### src/rtl/axis_frame_arbiter.sv
// axis_frame_arbiter: round-robin frame arbiter that merges two FWFT capture
// FIFOs onto one AXI4-Stream master. A frame of FrameSize words is granted only
// when the chosen FIFO already holds a full frame; tuser carries the channel ID.
module axis_frame_arbiter #(
  parameter int C_M_AXIS_TDATA_WIDTH = 32,
  parameter int FrameSize            = 8,
  parameter int COUNT_WIDTH          = 10
) (
  input  logic                              m_axis_aclk,
  input  logic                              m_axis_aresetn,
  input  logic                              enable,
  input  logic                              fifo0_empty,
  input  logic [COUNT_WIDTH-1:0]            fifo0_count,
  input  logic [C_M_AXIS_TDATA_WIDTH-1:0]   fifo0_read_data,
  output logic                              fifo0_read_en,
  input  logic                              fifo1_empty,
  input  logic [COUNT_WIDTH-1:0]            fifo1_count,
  input  logic [C_M_AXIS_TDATA_WIDTH-1:0]   fifo1_read_data,
  output logic                              fifo1_read_en,
  input  logic                              m_axis_tready,
  output logic                              m_axis_tvalid,
  output logic [C_M_AXIS_TDATA_WIDTH-1:0]   m_axis_tdata,
  output logic [C_M_AXIS_TDATA_WIDTH/8-1:0] m_axis_tstrb,
  output logic                              m_axis_tlast,
  output logic                              m_axis_tuser,
  output logic [15:0]                       frame_count0,
  output logic [15:0]                       frame_count1,
  output logic                              busy,
  output logic                              underrun
);

  localparam int          STRB_W     = C_M_AXIS_TDATA_WIDTH / 8;
  localparam logic [31:0] FRAME_LEN32 = 32'(FrameSize);
  localparam logic [7:0]  FRAME_LEN   = 8'(FrameSize);
  localparam logic [7:0]  FRAME_LAST  = 8'(FrameSize - 1);

  typedef enum logic [0:0] {
    IDLE = 1'b0,
    SEND = 1'b1
  } state_t;

  // Reset synchronizer: assertion is immediate, release is aligned to the clock.
  logic [1:0] rst_sync_r;
  logic       rst_int_n;

  // Two-flop reset release synchronizer.
  always_ff @(posedge m_axis_aclk or negedge m_axis_aresetn) begin
    if (!m_axis_aresetn) begin
      rst_sync_r <= 2'b00;
    end else begin
      rst_sync_r <= {rst_sync_r[0], 1'b1};
    end
  end

  assign rst_int_n = rst_sync_r[1];

  state_t                            state_r, state_s;
  logic                              grant_r, grant_s;
  logic                              rr_r, rr_s;
  logic [7:0]                        words_r, words_s;
  logic                              tvalid_r, tvalid_s;
  logic                              tlast_r, tlast_s;
  logic [C_M_AXIS_TDATA_WIDTH-1:0]   tdata_r, tdata_s;
  logic [STRB_W-1:0]                 tstrb_r, tstrb_s;
  logic                              underrun_r, underrun_s;
  logic [15:0]                       fc0_r, fc0_s;
  logic [15:0]                       fc1_r, fc1_s;

  logic                              elig0_s, elig1_s;
  logic                              granted_empty_s;
  logic [C_M_AXIS_TDATA_WIDTH-1:0]   granted_data_s;
  logic                              load_s;

  // A channel may be granted only once it holds a whole frame.
  assign elig0_s = (32'(fifo0_count) >= FRAME_LEN32);
  assign elig1_s = (32'(fifo1_count) >= FRAME_LEN32);

  assign granted_empty_s = grant_r ? fifo1_empty : fifo0_empty;
  assign granted_data_s  = grant_r ? fifo1_read_data : fifo0_read_data;

  // Pop only when the output slot is free, words remain and the source has data.
  assign load_s = (state_r == SEND) && (!tvalid_r || m_axis_tready) &&
                  (words_r < FRAME_LEN) && !granted_empty_s;

  assign fifo0_read_en = load_s && (grant_r == 1'b0);
  assign fifo1_read_en = load_s && (grant_r == 1'b1);

  // Next-state and datapath decisions for the IDLE/SEND frame machine.
  always_comb begin
    state_s    = state_r;
    grant_s    = grant_r;
    rr_s       = rr_r;
    words_s    = words_r;
    tvalid_s   = tvalid_r;
    tlast_s    = tlast_r;
    tdata_s    = tdata_r;
    tstrb_s    = tstrb_r;
    underrun_s = underrun_r;
    fc0_s      = fc0_r;
    fc1_s      = fc1_r;

    case (state_r)
      IDLE: begin
        if (enable && (elig0_s || elig1_s)) begin
          state_s = SEND;
          if (rr_r == 1'b0) begin
            grant_s = elig0_s ? 1'b0 : 1'b1;
          end else begin
            grant_s = elig1_s ? 1'b1 : 1'b0;
          end
        end else begin
          state_s = IDLE;
        end
      end
      SEND: begin
        if (load_s) begin
          tdata_s  = granted_data_s;
          tvalid_s = 1'b1;
          tstrb_s  = {STRB_W{1'b1}};
          words_s  = words_r + 8'd1;
          tlast_s  = (words_r == FRAME_LAST);
        end else if (tvalid_r && m_axis_tready) begin
          tvalid_s = 1'b0;
          if (tlast_r) begin
            tlast_s = 1'b0;
            words_s = 8'd0;
            rr_s    = ~grant_r;
            state_s = IDLE;
            if (grant_r) begin
              fc1_s = fc1_r + 16'd1;
            end else begin
              fc0_s = fc0_r + 16'd1;
            end
          end else begin
            tlast_s = tlast_r;
          end
        end else begin
          tvalid_s = tvalid_r;
        end
        // A source that runs dry before its frame is complete is flagged for the PS.
        if (granted_empty_s && (words_r < FRAME_LEN)) begin
          underrun_s = 1'b1;
        end else begin
          underrun_s = underrun_r;
        end
      end
      default: begin
        state_s = IDLE;
      end
    endcase
  end

  // State and output registers, cleared asynchronously by the internal reset.
  always_ff @(posedge m_axis_aclk or negedge rst_int_n) begin
    if (!rst_int_n) begin
      state_r    <= IDLE;
      grant_r    <= 1'b0;
      rr_r       <= 1'b0;
      words_r    <= 8'd0;
      tvalid_r   <= 1'b0;
      tlast_r    <= 1'b0;
      tdata_r    <= '0;
      tstrb_r    <= '0;
      underrun_r <= 1'b0;
      fc0_r      <= 16'd0;
      fc1_r      <= 16'd0;
    end else begin
      state_r    <= state_s;
      grant_r    <= grant_s;
      rr_r       <= rr_s;
      words_r    <= words_s;
      tvalid_r   <= tvalid_s;
      tlast_r    <= tlast_s;
      tdata_r    <= tdata_s;
      tstrb_r    <= tstrb_s;
      underrun_r <= underrun_s;
      fc0_r      <= fc0_s;
      fc1_r      <= fc1_s;
    end
  end

  assign m_axis_tvalid = tvalid_r;
  assign m_axis_tdata  = tdata_r;
  assign m_axis_tstrb  = tstrb_r;
  assign m_axis_tlast  = tlast_r;
  assign m_axis_tuser  = grant_r;
  assign frame_count0  = fc0_r;
  assign frame_count1  = fc1_r;
  assign busy          = (state_r == SEND);
  assign underrun      = underrun_r;

endmodule

### config.mk
export PLATFORM = sky130hd
export DESIGN_NAME = axis_frame_arbiter
export DESIGN_NICKNAME = d
export VERILOG_FILES = /design/src/rtl/axis_frame_arbiter.sv
export SDC_FILE = /design/constraint.sdc
export NUM_CORES = 1
export LEC_CHECK = 0
export CAP_MARGIN = 30
export CORE_MARGIN = 2
export CORE_UTILIZATION = 47
export CTS_BUF_LIST = sky130_fd_sc_hd__clkbuf_8
export CTS_CLUSTER_SIZE = 28
export DETAILED_ROUTE_END_ITERATION = 16
export PLACE_DENSITY = 0.86
export SYNTH_ARGS = -nofsm -noshare
export SYNTH_HDL_FRONTEND = slang
export SYNTH_SLANG_ARGS = --single-unit
### constraint.sdc
create_clock -name m_axis_aclk -period 4.3 [get_ports m_axis_aclk]
set_clock_uncertainty 0.05 [all_clocks]
set_input_delay 1.29 -clock m_axis_aclk [delete_from_list [all_inputs] [get_ports m_axis_aclk]]
set_output_delay 1.29 -clock m_axis_aclk [all_outputs]
set_load 0.05 [all_outputs]
Word-level counts from Yosys, hierarchy flattened
Index checks and enable logic that the tools add are counted.
{"block": "op_classes", "add_sub_neg": 3, "mul": 0, "n_div": 0, "order_cmp": 3, "eq_ne": 1, "shift": 0, "muxes": 16, "n_bitwise": 3, "n_reduce_logical": 22}
{"operator": "16-bit by 1-bit adder with 16-bit output (second input constant)", "n": 2}
{"operator": "32-bit 2-to-1 mux", "n": 1}
{"operator": "8-bit 2-to-1 mux", "n": 3}
{"operator": "10-bit by 4-bit >= comparator with 1-bit output (second input constant)", "n": 2}
{"operator": "1-bit 2-to-1 mux", "n": 11}
{"operator": "5-bit AND reduction", "n": 2}
{"operator": "8-bit by 1-bit adder with 8-bit output (second input constant)", "n": 1}
{"operator": "8-bit by 3-bit equality test with 1-bit output (second input constant)", "n": 1}
{"operator": "1-bit logical AND", "n": 8}
{"operator": "8-bit by 4-bit < comparator with 1-bit output (second input constant)", "n": 1}
{"operator": "2-bit AND reduction", "n": 4}
{"operator": "4-bit AND reduction", "n": 1}
{"operator": "2-bit nonzero test", "n": 2}
{"operator": "1-bit inverter", "n": 3}
{"operator": "3-bit AND reduction", "n": 1}
{"operator": "1-bit zero test", "n": 2}
{"operator": "1-bit logical OR", "n": 2}
{"operator": "1-bit one-hot mux with 2 select lines", "n": 1}
{"block": "word_totals", "regBits": 81, "latchBits": 0, "ram_bits": 0, "mem_bits_ro": 0, "in_bits": 90, "output_inout_bits": 75, "wordCells": 60, "mem_count": 0}

Logic depth before layout (Yosys ltp)
{"block": "logic_depth", "ltp_word": 7, "ltp_mapped": 7, "mapped_depth_nobuf": 5}

Worst setup path after synthesis
Ideal clock, no wire load.
{"block": "synth_path", "kind": "input port to output port", "start": "input fifo1_empty", "end": "output fifo0_read_en", "t_arrival_ps": 2614, "t_required_ps": 2960, "setup_slack_ps": 346, "path_stages": 4, "n_path_buf": 1, "path_cell_list": "mux2i_1 o2111ai_2 clkbuf_1 nor2_1"}
{"block": "synth_between", "elab_chain_len": 4}
{"element": "start: declaration", "line": "16", "source": "input logic fifo1_empty,"}
{"element": "1-bit 2-to-1 mux", "line": "78", "source": "assign granted_empty_s = grant_r ? fifo1_empty : fifo0_empty;"}
{"element": "1-bit zero test", "line": "83", "source": "(words_r < FRAME_LEN) && !granted_empty_s;"}
{"element": "1-bit logical AND", "line": "83"}
{"element": "1-bit logical AND", "line": "85", "source": "assign fifo0_read_en = load_s && (grant_r == 1'b0);"}
{"element": "end: declaration", "line": "15", "source": "output logic fifo0_read_en,"}
Every way passes these cells.

Worst setup path in the final report
Same ends and word-level chain as after synthesis.

==> flow_summary.toml <==
[place]
dp_cells = 591
gp_congestion = 0.774
dpl.hpwl_um = 7290
port_buffers = 158

[setup_path]
worstPathRequired_ps = 2960
worst-setup-path-type = "primary input to output pin"
critPathMaxFanout = 3
regToRegSetupSlack_ps = 1970
critPathCaptureType = "output pin"
r2r_start = "m_axis_tuser"
arrival_ps = 2680
reg2reg_to = "frame_count1[14]"
start_kind = "primary input"
rr_worst_depth = 5

[logic_synthesis]
synth-seq-area-share_pct = 53.6
synth_cells = 345
synthFlopType = "dfrtp_1"
synthArstFlopShare_pct = 100
ys_ff_latch = 81
synth_edf_count = 0
syn-num-nets = 438
synth_area_sq_um = 3780
ys_types = 45
syn_avg_cell_area_sq_um = 11.0
ys_warn_count = 0

[floorplan]
rows = 32
start_util_pct = 48.7
die_w_um = 93.7
die-area_sq_um = 8780
die_h_um = 93.7
core-area_sq_um = 7770
io_pins = 165

[clock_network]
cts_buffer_depth = 2
cts-resized-gates = 0
clkSlewWorstSetupHoldPaths_ps = 90
root_buffer = "clkbuf_8"
htreeDepth = 3
cts_tree = "built"
post-cts-setup-buffers = 0
clock_sinks = 81
cts_buffers = 9
cts_hold_buffers = 0
clk_latency_ps = 340

[timing]
final_hold_viol_count = 0
setup_tns_ps = 0
setup_viol = 0
worst_pin_slew_ps = 732
max_freq_mhz = 249
slew_violations = 0
slew-limit-headroom_pct = 50.9
fin_crit_ps = 4020
timing.final.crit_share_pct = 93.5
rsz0062_at_grt = "no"

[power_and_ir_drop]
ir_drop_v = 0.000505
leakage_nw = 2.55
fin_total_pwr_mw = 3.39
p_per_area_nw_per_um2 = 596

[final_layout]
postLayoutCoreUtil_pct = 73.3
final_cell_mix = "clkdlybuf4s50_1 (156), dfrtp_1 (79), nand2_1 (50)"
final_common_cell = "clkdlybuf4s50_1"
area_growth_pct = 50.5
instances_no_fill = 607
nets = 593
antenna_cells = 0
drive_gt1_share_pct = 7.72

[routing]
detail_route.vias_per_cell = 5.17
drc = 0
first_iter_violations = 155
ant_nets = 0
num_vias = 3141
drt_pass1_iterations = 4
wl_um = 9730
wire_per_inst_um = 16.0

[grt]
gr-usage-all-layers_pct = 22.4
antenna_found_initial = 0
grt_first_pass_wirelength_um = 15300
grt_pass1_vias = 3081
grt.overflow.total = 0
grt_max_degree = 78

[run_status]
status = "completed"

[worst_hold_path]
hold_class = "flip-flop to asynchronous set/reset pin"

[job]
maxCapViolCount = 0
metrics by stage:
| stage | instance area (sq um) | worst slack (ps) | hold WS (ps) |
|---|---|---|---|
| floorplan | 3780 | 346 | 281 |
| global route | 5690 | 251 | 216 |
| CTS | 5690 | 290 | 194 |
| detailed placement | 5470 | 319 | 189 |
| finish | 5690 | 281 | 181 |
| global placement | 5440 | 310 | 292 |
state kept, by name (all words and copies together) (netlist names):
register	count
rr_r	1
m_axis_tdata	32
m_axis_tlast	1
rst_sync_r	2
words_r	8
frame_count0	16
busy	1
underrun	1
m_axis_tstrb	1
m_axis_tvalid	1
frame_count1	16
m_axis_tuser	1
power breakdown:
group / internal (mW) / switching (mW) / leakage [nW]
Clock: 0.327 / 0.275 / 0.109
Sequential: 0.954 / 0.135 / 1.04
Combinational: 0.603 / 1.10 / 1.40
cells by family (layout without fill, tap and decap cells):
logic type	count (synthesis)	in the layout	synth area share, %
simple gates	126	126	18.6
buf+inv	24	184	3.54
compound gates	44	44	6.55
flops	81	81	53.6
fa+ha+maj	3	3	0.993
xor+xnor	30	30	6.95
mux	36	36	9.63
other cells	1	1	0.0992
cells in the mapped netlist (2+ instances only):
library cell  instances  area, sq um
dfrtp_1              81         2030
nand2_1              50          188
mux2i_1              33          330
o21ai_1              21          105
xor2_1               20          175
nand3_1              15         75.1
o21ai_0              15         75.1
nor3_1               11         55.1
xnor2_1              10         87.6
buf_2                 8         40.0
nor2_1                8         30.0
nand4_1               6         37.5
nor4_1                6         37.5
buf_4                 5         37.5
clkbuf_1              5         18.8
and3_1                4         25.0
and4_1                4         35.0
nor2b_1               4         25.0
ha_1                  3         37.5
inv_1                 3         11.3
a21oi_1               2         10.0
a22o_1                2         17.5
and2_1                2         12.5
buf_6                 2         22.5
mux2_2                2         22.5
nand4b_1              2         17.5
nor3b_2               2         25.0
nor4b_1               2         17.5
cell type report:
type / instances / area, sq um
fill: 545 / 2080
sequential: 81 / 2030
timing repair buffer: 164 / 1670
multi-input combinational: 240 / 1630
tap: 102 / 128
clock buffer: 9 / 124
clock inverter: 7 / 95.1
inverter: 4 / 15.0
worst max-delay path by stage:
| stage | from | end | slack [ps] | depth (start not counted) |
|---|---|---|---|---|
| after floorplan | fifo1_empty | fifo0_read_en | 350 | 4 |
| after global placement | fifo1_empty | fifo0_read_en | 310 | 5 |
| after detailed placement | fifo1_empty | fifo0_read_en | 320 | 5 |
| after CTS | fifo1_empty | fifo0_read_en | 290 | 5 |
| after global routing | fifo1_empty | fifo0_read_en | 250 | 5 |
| final | fifo1_empty | fifo0_read_en | 280 | 5 |
per-layer routing:
metal	global-route usage (%)	wire length, um	vias up
met2	38.7	5220	92
li1	-	-	1506
met5	0	0	-
met4	7.37	116	0
met3	4.33	482	8
met1	28.4	3910	1535
critical path, cell delays in order:
cell and delay (ps):
clkdlybuf4s50_1 400, mux2i_1 360, o2111ai_4 200, nor2_1 250
buf_12 180
Note: power is estimated with default switching activity, not from simulation.
